File: src/rtl/mem_access_stage.sv
`default_nettype none
// ============================================================================
// Module : mem_access_stage
// Brief  : MEM pipeline stage; one load/store at a time to a 256x16 data memory.
// Rev    : 1.0
// ============================================================================
module mem_access_stage #(
  parameter int ADDR_W      = 8,
  parameter int DATA_W      = 16,
  parameter int REG_W       = 3,
  parameter int WAIT_CYCLES = 1
) (
  input  logic              clk_i,
  input  logic              rst_ni,
  input  logic              req_valid_i,
  output logic              req_ready_o,
  input  logic              req_is_store_i,
  input  logic [ADDR_W-1:0] req_addr_i,
  input  logic [DATA_W-1:0] req_wdata_i,
  input  logic [REG_W-1:0]  req_rd_i,
  output logic [ADDR_W-1:0] mem_addr_o,
  output logic [DATA_W-1:0] mem_wr_data_o,
  output logic              mem_read_o,
  output logic              mem_write_o,
  input  logic [DATA_W-1:0] mem_rd_data_i,
  output logic              wb_valid_o,
  input  logic              wb_ready_i,
  output logic [DATA_W-1:0] wb_data_o,
  output logic [REG_W-1:0]  wb_rd_o,
  output logic              store_done_o
);

  localparam int CNT_W = (WAIT_CYCLES > 1) ? $clog2(WAIT_CYCLES) : 1;
  localparam logic [CNT_W-1:0] C_CNT_LOAD = CNT_W'(WAIT_CYCLES - 1);
  localparam logic [CNT_W-1:0] C_CNT_ONE  = CNT_W'(1);

  localparam logic [1:0] S_IDLE   = 2'd0;
  localparam logic [1:0] S_ACCESS = 2'd1;
  localparam logic [1:0] S_GAP    = 2'd2;
  localparam logic [1:0] S_RESP   = 2'd3;

  logic [1:0]        state_q,      state_d;
  logic [CNT_W-1:0]  cnt_q,        cnt_d;
  logic              is_store_q,   is_store_d;
  logic [ADDR_W-1:0] mem_addr_q,   mem_addr_d;
  logic [DATA_W-1:0] mem_wdata_q,  mem_wdata_d;
  logic              mem_read_q,   mem_read_d;
  logic              mem_write_q,  mem_write_d;
  logic              wb_valid_q,   wb_valid_d;
  logic [DATA_W-1:0] wb_data_q,    wb_data_d;
  logic [REG_W-1:0]  wb_rd_q,      wb_rd_d;
  logic              store_done_q, store_done_d;

  always_comb begin
    state_d      = state_q;
    cnt_d        = cnt_q;
    is_store_d   = is_store_q;
    mem_addr_d   = mem_addr_q;
    mem_wdata_d  = mem_wdata_q;
    mem_read_d   = mem_read_q;
    mem_write_d  = mem_write_q;
    wb_valid_d   = wb_valid_q;
    wb_data_d    = wb_data_q;
    wb_rd_d      = wb_rd_q;
    store_done_d = 1'b0;

    case (state_q)
      S_IDLE: begin
        if (req_valid_i) begin
          is_store_d  = req_is_store_i;
          mem_addr_d  = req_addr_i;
          if (req_is_store_i) begin
            mem_wdata_d = req_wdata_i;
          end else begin
            wb_rd_d     = req_rd_i;
          end
          mem_write_d = req_is_store_i;
          mem_read_d  = !req_is_store_i;
          cnt_d       = C_CNT_LOAD;
          state_d     = S_ACCESS;
        end
      end
      S_ACCESS: begin
        // Load data is captured on the final strobe cycle, while the address is still driven.
        if (cnt_q == '0) begin
          mem_read_d  = 1'b0;
          mem_write_d = 1'b0;
          state_d     = S_GAP;
          if (is_store_q) begin
            store_done_d = 1'b1;
          end else begin
            wb_data_d    = mem_rd_data_i;
          end
        end else begin
          cnt_d = cnt_q - C_CNT_ONE;
        end
      end
      S_GAP: begin
        if (is_store_q) begin
          state_d = S_IDLE;
        end else begin
          wb_valid_d = 1'b1;
          state_d    = S_RESP;
        end
      end
      S_RESP: begin
        if (wb_ready_i) begin
          wb_valid_d = 1'b0;
          state_d    = S_IDLE;
        end
      end
      default: state_d = S_IDLE;
    endcase
  end

  always_ff @(posedge clk_i or negedge rst_ni) begin
    if (!rst_ni) begin
      state_q      <= S_IDLE;
      cnt_q        <= '0;
      is_store_q   <= 1'b0;
      mem_addr_q   <= '0;
      mem_wdata_q  <= '0;
      mem_read_q   <= 1'b0;
      mem_write_q  <= 1'b0;
      wb_valid_q   <= 1'b0;
      wb_data_q    <= '0;
      wb_rd_q      <= '0;
      store_done_q <= 1'b0;
    end else begin
      state_q      <= state_d;
      cnt_q        <= cnt_d;
      is_store_q   <= is_store_d;
      mem_addr_q   <= mem_addr_d;
      mem_wdata_q  <= mem_wdata_d;
      mem_read_q   <= mem_read_d;
      mem_write_q  <= mem_write_d;
      wb_valid_q   <= wb_valid_d;
      wb_data_q    <= wb_data_d;
      wb_rd_q      <= wb_rd_d;
      store_done_q <= store_done_d;
    end
  end

  assign req_ready_o   = (state_q == S_IDLE);
  assign mem_addr_o    = mem_addr_q;
  assign mem_wr_data_o = mem_wdata_q;
  assign mem_read_o    = mem_read_q;
  assign mem_write_o   = mem_write_q;
  assign wb_valid_o    = wb_valid_q;
  assign wb_data_o     = wb_data_q;
  assign wb_rd_o       = wb_rd_q;
  assign store_done_o  = store_done_q;

endmodule
`default_nettype wire

File: config.mk
export PLATFORM = sky130hd
export DESIGN_NAME = mem_access_stage
export DESIGN_NICKNAME = d
export VERILOG_FILES = /design/src/rtl/mem_access_stage.sv
export SDC_FILE = /design/constraint.sdc
export NUM_CORES = 1
export LEC_CHECK = 0
export CAP_MARGIN = 10
export CORE_MARGIN = 2
export CORE_UTILIZATION = 25
export CTS_CLUSTER_DIAMETER = 60
export DETAILED_ROUTE_END_ITERATION = 10
export DONT_BUFFER_PORTS = 1
export HOLD_SLACK_MARGIN = 0.02
export SYNTH_ARGS = -nofsm -noshare
export SYNTH_HDL_FRONTEND = slang
export SYNTH_SLANG_ARGS = --single-unit
File: constraint.sdc
create_clock -name clk_i -period 2.3 [get_ports clk_i]
set_clock_uncertainty 0.1 [all_clocks]
set_input_delay 0.69 -clock clk_i [delete_from_list [all_inputs] [get_ports clk_i]]
set_output_delay 0.69 -clock clk_i [all_outputs]
set_load 0.02 [all_outputs]
==> results of run 1 <==
[routing by layer]
metal	vias to the layer above	wire length, um
li1	469	-
met1	504	1570
met2	63	1780
met3	2	360
met4	0	13
met5	-	0
[cells in the final DEF (no fill, tap or decap)]
cell / count
clkbuf_8: 6
nand2b_1: 1
a31oi_1: 1
mux2_4: 8
or3b_4: 1
mux2_2: 27
and2_4: 1
nor2b_1: 1
a21o_1: 1
dfrtp_1: 50
buf_4: 3
nor3b_4: 2
and3b_1: 1
nand2_1: 28
nor2_1: 5
o21ai_0: 4
buf_16: 1
mux2i_1: 1
bufinv_16: 1
[cells in the mapped netlist]
cell      count  share of area [%]
nor3b_4       2                1.9
a21o_1        1               0.38
buf_12        2                2.0
a31oi_1       1               0.31
mux2_4        8                6.0
dfrtp_1      50                 63
or3b_4        1               0.57
and3b_1       1               0.44
nor2b_1       1               0.31
and2_4        1               0.44
mux2i_1       1               0.50
buf_4         2               0.75
nor2_1        5               0.94
o21ai_0       4                1.0
mux2_2       27                 15
buf_6         1               0.57
clkbuf_1      1               0.19
nand2b_1      1               0.31
nand2_1      28                5.3
[report_power, final]
group	switching [uW]	leakage [uW]	internal, uW
combinational	279	0.000330	471
sequential	863	0.000604	1310
clock	276	0.0000573	348
[what timing repair did]
| item | in CTS | in global routing |
|---|---|---|
| gates resized for setup | 0 | 0 |
| hold buffers | 1 | 0 |
| setup buffers | 0 | 0 |
| endpoints found under the hold margin | 50 | 0 |
[metrics by stage]
stage / area (sq um) / utilization (%)
CTS: 2210 / 28.6
floorplan: 1990 / -
finish: 2210 / 28.6
detailed placement: 2070 / 26.8
global route: 2210 / 28.6
global placement: 2070 / 26.8
[area by class of cell]
type                            instances  area [sq um]
Sequential cell                        50          1250
Timing Repair Buffer                    4          50.0
Clock buffer                            6          82.6
Clock inverter                          1          30.0
Fill cell                             789          5520
Tap cell                              102           128
Multi-Input combinational cell         82           671
[how the worst min path moves through the flow]
stage | start | slack (ns) | cells past startpoint | to
2_1_floorplan | rst_ni | 0.29 | 0 | is_store_q
4_1_cts | rst_ni | 0.14 | 1 | wb_data_o[7]
5_1_grt | rst_ni | 0.14 | 1 | wb_data_o[14]
6_report | rst_ni | 0.14 | 1 | wb_data_o[14]
3_5_place_dp | rst_ni | 0.30 | 0 | wb_data_o[4]
3_3_place_gp | rst_ni | 0.30 | 0 | wb_data_o[5]
[cells by family after synthesis]
| logic type | Yosys count | share of synthesized area, % |
|---|---|---|
| compound gates | 6 | 1.70 |
| buf+inv | 6 | 3.52 |
| flops | 50 | 62.8 |
| simple gates | 40 | 10.2 |
| mux | 36 | 21.8 |
[state kept, by name, indices dropped and copies added (netlist names)]
register and flops:
state_q 2, mem_wr_data_o 16, wb_data_o 16, mem_write_o 1, is_store_q 1, store_done_o 1, mem_read_o 1, wb_rd_o 3
wb_valid_o 1, mem_addr_o 8
==> reports/summary.txt, run 1 <==
Grt met1 use -> 10.7%
Fin. Hold Viols -> 0
Total CTS buffers -> 5
Max stage delay cell, worst path -> dfrtp_1
Crit path capture type -> output port
Clock buffer depth -> 2
Number of remaining DRC errors -> 0
Status -> complete, no violations
Final net count -> 191
Post-DP HPWL -> 2660 um
Pwr Density -> 1600 nW/um^2
Synthesized area -> 1990 sq um
Pins over their slew limit -> 0
CTS H-tree lvls -> 2
Placer Congestion -> 0.623
Final worst slack -> 0.287 ns
Final setup viols -> 0
Ys Warns -> 0
CP startpoint -> state_q[1]
Via-to-Cell Ratio -> 4.24
Post-Syn Instances -> 138
GR met2 Demand/Resource -> 14.4%
# rows -> 32
CP top delay family -> flip-flops
Top Ports -> 96
Routed Antenna Nets -> 0
Unique cell type count in the Yosys netlist -> 19
Hold WS -> 0.138 ns
Slew @ Worst Pin -> 0.440 ns
CTS Sinks -> 50
R2R depth -> 3
First-pass GRT wire length -> 5840 um
Peak supply drop -> 0.421 mV
Avg Cell Area, Syn -> 14.4 sq um
Clock slew at reported path FFs -> 0.09 ns
Crit path DAT -> 1.22 ns
Worst Setup Start Kind -> register
CTS tree -> built
CP Max Fanout -> 11
CP Capture Point -> req_ready_o
Area Overhead vs Synth -> 11.1%
Antenna Diode Count -> 0
Critical Path Max Stage Delay -> 0.55 ns
Die Y -> 93.3 um
GR Overflow Total -> 0
Layout cells sized above 1 -> 35.0%
Fin Setup TNS -> 0 ns
Reg2reg setup slack -> 0.49 ns
Final period util -> 87.5%
Gr usage total -> 8.81%
Drt first-iter violations -> 33
Max-slew headroom -> 70.7%
FF+latch count, synth -> 50
Core area -> 7730 sq um
Required time worst endpoint -> 1.51 ns
R2R Path Start -> state_q[1]
Initial antenna violation count -> 0
Fin crit period -> 2.01 ns
Stages on worst setup path -> 1
WP buf/inv -> 0
Via count -> 1038
Crit Reg-Reg Endpoint -> wb_rd_o[1]
P_leak -> 0.000991 uW
Critical path cell sequence -> nor2_1
Synth Net Count -> 186
Post-Layout Cell Count -> 245
CP Class -> register to output port
Pre-CTS setup slack -> 0.428 ns
Largest net degree at the start of global routing -> 51
Met3 Use GR -> 3.71%
DR pass1 iterations -> 4
Worst skew pair latency -> 0.29 ns
Root Driver -> clkbuf_8
RSZ-0062 raised after global routing -> no
Max Fclk -> 497 MHz
DP Cell Count -> 237
Die area -> 8700 sq um
Pwr Total -> 3550 uW
Avg WL per Cell -> 15.2 um
Number of port buffers -> 0
GR peak layer -> met2
Width of the die -> 93.3 um
Initial Utilization -> 25.8%
Seq/Total Area, Yosys -> 62.8%
Vias in the first global route -> 1153
HP Class -> input port to async pin
Routed Wire Length -> 3730 um
Max_cap viols -> 0
(Power assumes the default switching activity.)
==> inputs of run 2 (changes only) <==
Settings changed: CORE_UTILIZATION 25 to 55, PLACE_DENSITY set to 0.7.
==> run 2 against run 1 <==
Effect of this change:
- global-route usage increased by 8.0 points
- cell count down 23%
- non-clock buffer count shrank 1
- routed wire length is 11% lower
- maximum frequency fell by 4.1%
- first-iteration DRC count shrank 33%
- total power shrank 7.0%
- design area down 5.9%
- clock power fell by 39%
- sequential cell count stayed put
- via count shrank 2.0%
==> reports/summary.txt, run 2 (synthesis gave the netlist of run 1 again) <==
Status -> complete, no violations
Final period util -> 91.2%
Crit path DAT -> 1.31 ns
DP Cell Count -> 180
Vias in the first global route -> 1061
Pwr Density -> 1590 nW/um^2
Number of remaining DRC errors -> 0
First-pass GRT wire length -> 5210 um
Antenna Diode Count -> 0
Placer Congestion -> 0.675
Area Overhead vs Synth -> 4.46%
Fin crit period -> 2.10 ns
Via-to-Cell Ratio -> 5.38
Worst Setup Start Kind -> register
Required time worst endpoint -> 1.51 ns
Root Driver -> clkbuf_4
Most frequent cells in the layout -> 50 x dfrtp_1, 28 x nand2_1, 27 x mux2_2
Top Ports -> 96
CP top delay family -> flip-flops
Peak supply drop -> 0.776 mV
Core area -> 3420 sq um
CTS tree -> built
Total CTS buffers -> 5
GR Overflow Total -> 0
Initial Utilization -> 58.3%
Drt first-iter violations -> 22
Via count -> 1017
Initial antenna violation count -> 0
Layout cells sized above 1 -> 35.0%
Fin. Hold Viols -> 0
Crit path capture type -> output port
Width of the die -> 64.2 um
Final worst slack -> 0.201 ns
Clock slew at reported path FFs -> 0.15 ns
Gr usage total -> 16.8%
Die Y -> 64.2 um
Post-cts gate resize count -> 0
Post-DP HPWL -> 2470 um
Post-Layout Cell Count -> 189
Fin Setup TNS -> 0 ns
Largest net degree at the start of global routing -> 51
Final net count -> 190
HP Class -> input port to async pin
# rows -> 21
WP buf/inv -> 0
FILL cells -> 281
Critical Path Max Stage Delay -> 0.55 ns
Routed Wire Length -> 3310 um
Pre-CTS setup slack -> 0.359 ns
Slew @ Worst Pin -> 0.419 ns
Critical path cell sequence -> nor2_1
CP Max Fanout -> 11
P_leak -> 0.000961 uW
Pins over their slew limit -> 0
CTS H-tree lvls -> 2
Max_cap viols -> 0
DR pass1 iterations -> 3
Avg WL per Cell -> 17.5 um
RSZ-0062 raised after global routing -> no
Max-slew headroom -> 72.1%
Die area -> 4120 sq um
Clock buffer depth -> 2
CP Class -> register to output port
CTS Sinks -> 50
Max Fclk -> 477 MHz
Number of port buffers -> 0
Final setup viols -> 0
Routed Antenna Nets -> 0
Most common cell after layout, fill and taps aside -> dfrtp_1
Worst skew pair latency -> 0.35 ns
Max stage delay cell, worst path -> dfrtp_1
-- run 2: final cells by class --
cell class	count	area, sq um	share of cell area, %
timing repair buffer	3	42.5	2.04
tap	46	57.6	2.77
clock inverter	3	21.3	1.02
sequential	50	1250	60.1
clock buffer	5	37.5	1.80
multi-input combinational	82	671	32.2
-- run 2: stage by stage --
stage | hold WS, ns | area (sq um) | util, % | total power, uW
floorplan | 0.294 | 1990 | - | 2790
global placement | 0.295 | 1990 | 58.4 | 2870
detailed placement | 0.295 | 1990 | 58.4 | 2950
CTS | 0.0486 | 2080 | 60.9 | 3350
global route | 0.0310 | 2080 | 60.9 | 3510
finish | 0.0530 | 2080 | 60.9 | 3300
-- run 2: worst paths after layout --
kind / from / slack, ns / depth (start not counted) / to
min in group clk_i: wb_ready_i / 0.33 / 1 / state_q[1]
max reg2reg: state_q[1] / 0.43 / 3 / wb_rd_o[1]
max in group asynchronous: rst_ni / 1.83 / 1 / store_done_o
min reg2reg: mem_addr_o[6] / 0.54 / 2 / mem_addr_o[6]
min: rst_ni / 0.05 / 1 / wb_data_o[12]
max: state_q[1] / 0.20 / 1 / req_ready_o
-- run 2: power breakdown --
group | internal (uW) | leakage (uW) | total (uW) | switching (uW)
clock network | 119 | 0.0000312 | 383 | 263
registers | 1310 | 0.000604 | 2170 | 864
logic | 466 | 0.000326 | 746 | 280
total | 1890 | 0.000961 | 3300 | 1410
-- run 2: timing repair --
action | in CTS | in global routing
setup buffers | 0 | 0
hold buffers | 1 | 0
hold endpoints to repair | 50 | 0
-- run 2: routing by layer --
metal | vias up | wire length [um] | GRT usage, %
li1 | 473 | - | -
met1 | 483 | 1280 | 19.9
met2 | 58 | 1630 | 27.9
met3 | 3 | 375 | 8.45
met4 | 0 | 21 | 3.19
met5 | - | 0 | 0
-- run 2: worst register-to-register path, delay by kind of cell, from the launching register on --
| family | cells | cell delay (ns) |
|---|---|---|
| flops | 1 | 0.55 |
| mux | 1 | 0.36 |
| simple gates | 2 | 0.76 |
==> inputs of run 3 (changes only) <==
Settings changed: ABC_AREA set to 1, CTS_BUF_LIST set to sky130_fd_sc_hd__clkbuf_16.
==> run 3 against run 2 <==
Effect of this change:
- sequential cell count unchanged
- sequential power shrank 3%
- cell count grew 40%
- die area shrank 0.36%
- combinational power rose by 8.3%
==> reports/summary.txt, run 3 <==
Width of the die -> 64.1 um
CTS Sinks -> 50
Initial antenna violation count -> 0
Antenna Diode Count -> 0
Number of remaining DRC errors -> 0
Count leader, synth -> nand2_1
Top Ports -> 96
Area Overhead vs Synth -> 9.33%
HP Class -> input port to async pin
Synthesized area -> 1980 sq um
Pwr Total -> 3580 uW
Slew @ Worst Pin -> 0.590 ns
Post-synthesis async set-or-reset flop share -> 100%
CP top delay family -> flip-flops
Max Fclk -> 534 MHz
Worst skew pair latency -> 0.28 ns
Post-Syn Instances -> 217
DP Cell Count -> 255
Gr usage total -> 20.7%
Net Sw Power -> 1610 uW
Clock slew at reported path FFs -> 0.06 ns
Layout cells sized above 1 -> 6.88%
Routed Wire Length -> 4070 um
CP Max Fanout -> 7
Synth Flop Type -> dfrtp_1
Final period util -> 81.4%
Largest net degree at the start of global routing -> 51
Max_cap viols -> 0
DR pass1 iterations -> 5
Combinational fraction of design power -> 22.6%
Synth Net Count -> 265
Root Driver -> clkbuf_16
P_leak -> 0.00116 uW
Required time worst endpoint -> 1.51 ns
CTS H-tree lvls -> 2
Final net count -> 265
Synth cell count leaders -> 111 x nand2_1, 50 x dfrtp_1, 19 x nand4_1, 13 x nand3_1, 6 x buf_2
Crit path DAT -> 1.08 ns
Synth area leader -> dfrtp_1
FILL cells -> 288
Status -> complete, no violations
First-pass GRT wire length -> 6440 um
Most common cell after layout, fill and taps aside -> nand2_1
Power share of the sequential group -> 58.6%
Drt first-iter violations -> 67
Max stage delay cell, worst path -> dfrtp_1
Switching Share -> 44.9%
Pins over their slew limit -> 0
Placer Congestion -> 0.717
Largest cells by area after synthesis -> dfrtp_1 63%, nand2_1 21%, nand4_1 6.0%
Max-slew headroom -> 60.6%
Peak supply drop -> 0.952 mV
Crit path capture type -> output port
Top cell type's share of synthesized area -> 63.1%
Seq/Total Area, Yosys -> 63.1%
Critical Path Max Stage Delay -> 0.45 ns
Int Pwr -> 1970 uW
Core area -> 3390 sq um
Die Y -> 64.1 um
Hold WS -> 0.157 ns
Post-Layout Cell Count -> 264
EDFF count, synth -> 0
Vias in the first global route -> 1407
Clk pwr share -> 18.9%
Avg Cell Area, Syn -> 9.14 sq um
Routed Antenna Nets -> 0
Critical path cell sequence -> nor2_2
Fin. Hold Viols -> 0
Initial Utilization -> 58.5%
Worst Setup Start Kind -> register
RSZ-0062 raised after global routing -> no
Number of port buffers -> 0
Final Core Density -> 64.0%
Via count -> 1455
Ys Warns -> 0
Via-to-Cell Ratio -> 5.51
GR Overflow Total -> 0
Die area -> 4100 sq um
# rows -> 21
Final setup viols -> 0
Unique cell type count in the Yosys netlist -> 14
Pwr Density -> 1650 nW/um^2
CTS tree -> built
Fin crit period -> 1.87 ns
CP Class -> register to output port
WP buf/inv -> 0
FF+latch count, synth -> 50
Avg WL per Cell -> 15.4 um
Post-DP HPWL -> 2930 um
Most frequent cells in the layout -> 111 x nand2_1, 50 x dfrtp_1, 19 x nand4_1
Clock buffer depth -> 2
Fin Setup TNS -> 0 ns
Total CTS buffers -> 5
run 3: cell types whose count changed after synthesis, moves of 2 or more:
cell     previous run  this run
inv_1               0         4
nor2_1              5         2
nor3b_4             2         0
buf_12              2         0
nand2_2             0         2
nand4_1             0        19
o21ai_0             4         2
buf_2               0         6
nand2_1            28       111
mux2_4              8         0
mux2_2             27         0
nand3_1             0        13
run 3: logic make-up after synthesis:
family                 Yosys count  share of synthesized area, %
DFF                             50                          63.1
AOI/OAI and AO/OA                2                         0.504
and+or+nand+nor                150                          32.7
buffers and inverters           15                          3.78
run 3: layout make-up:
class | count | area, sq um | area share (%)
Clock buffer | 5 | 125 | 5.77
Clock inverter | 3 | 12.5 | 0.577
Inverter | 4 | 15.0 | 0.692
Multi-Input combinational cell | 152 | 658 | 30.3
Sequential cell | 50 | 1250 | 57.7
Tap cell | 46 | 57.6 | 2.65
Timing Repair Buffer | 4 | 50.0 | 2.31
run 3: power by group through the flow:
stage	clock, uW	combinational, uW	sequential [uW]
2_1_floorplan	0	657	2020
3_3_place_gp	0	729	2100
3_5_place_dp	0	791	2110
4_1_cts	697	816	2100
5_1_grt	734	951	2140
6_report	675	808	2100
run 3: layer usage:
| layer | vias up | wire length (um) | track usage [%] |
|---|---|---|---|
| met4 | 0 | 63 | 9.51 |
| met3 | 7 | 373 | 5.28 |
| met2 | 77 | 2070 | 35.8 |
| met1 | 676 | 1560 | 24.1 |
| met5 | - | 0 | 0 |
| li1 | 695 | - | - |
run 3: path summary, 6_finish.rpt:
path | startpoint | to | slack [ns] | cells past startpoint
setup / recovery | state_q[0] | req_ready_o | 0.43 | 1
setup reg to reg | state_q[0] | mem_wr_data_o[1] | 0.67 | 4
hold / removal | rst_ni | wb_data_o[3] | 0.16 | 1
max in group asynchronous | rst_ni | mem_wr_data_o[4] | 1.75 | 1
min in group clk_i | mem_rd_data_i[8] | wb_data_o[8] | 0.42 | 2
hold reg to reg | is_store_q | is_store_q | 0.46 | 2
run 3: what timing repair did:
| item | CTS | global route |
|---|---|---|
| hold buffers | 1 | 0 |
| endpoints found under the hold margin | 50 | 0 |
| resized for setup | 0 | 0 |
| setup buffers | 0 | 0 |
run 3: per-stage QoR:
step                instance area (sq um)  setup slack (ns)
global placement                     2000             0.727
finish                               2170             0.429
floorplan                            1980             0.690
CTS                                  2170             0.411
detailed placement                   2000             0.662
global route                         2170             0.357
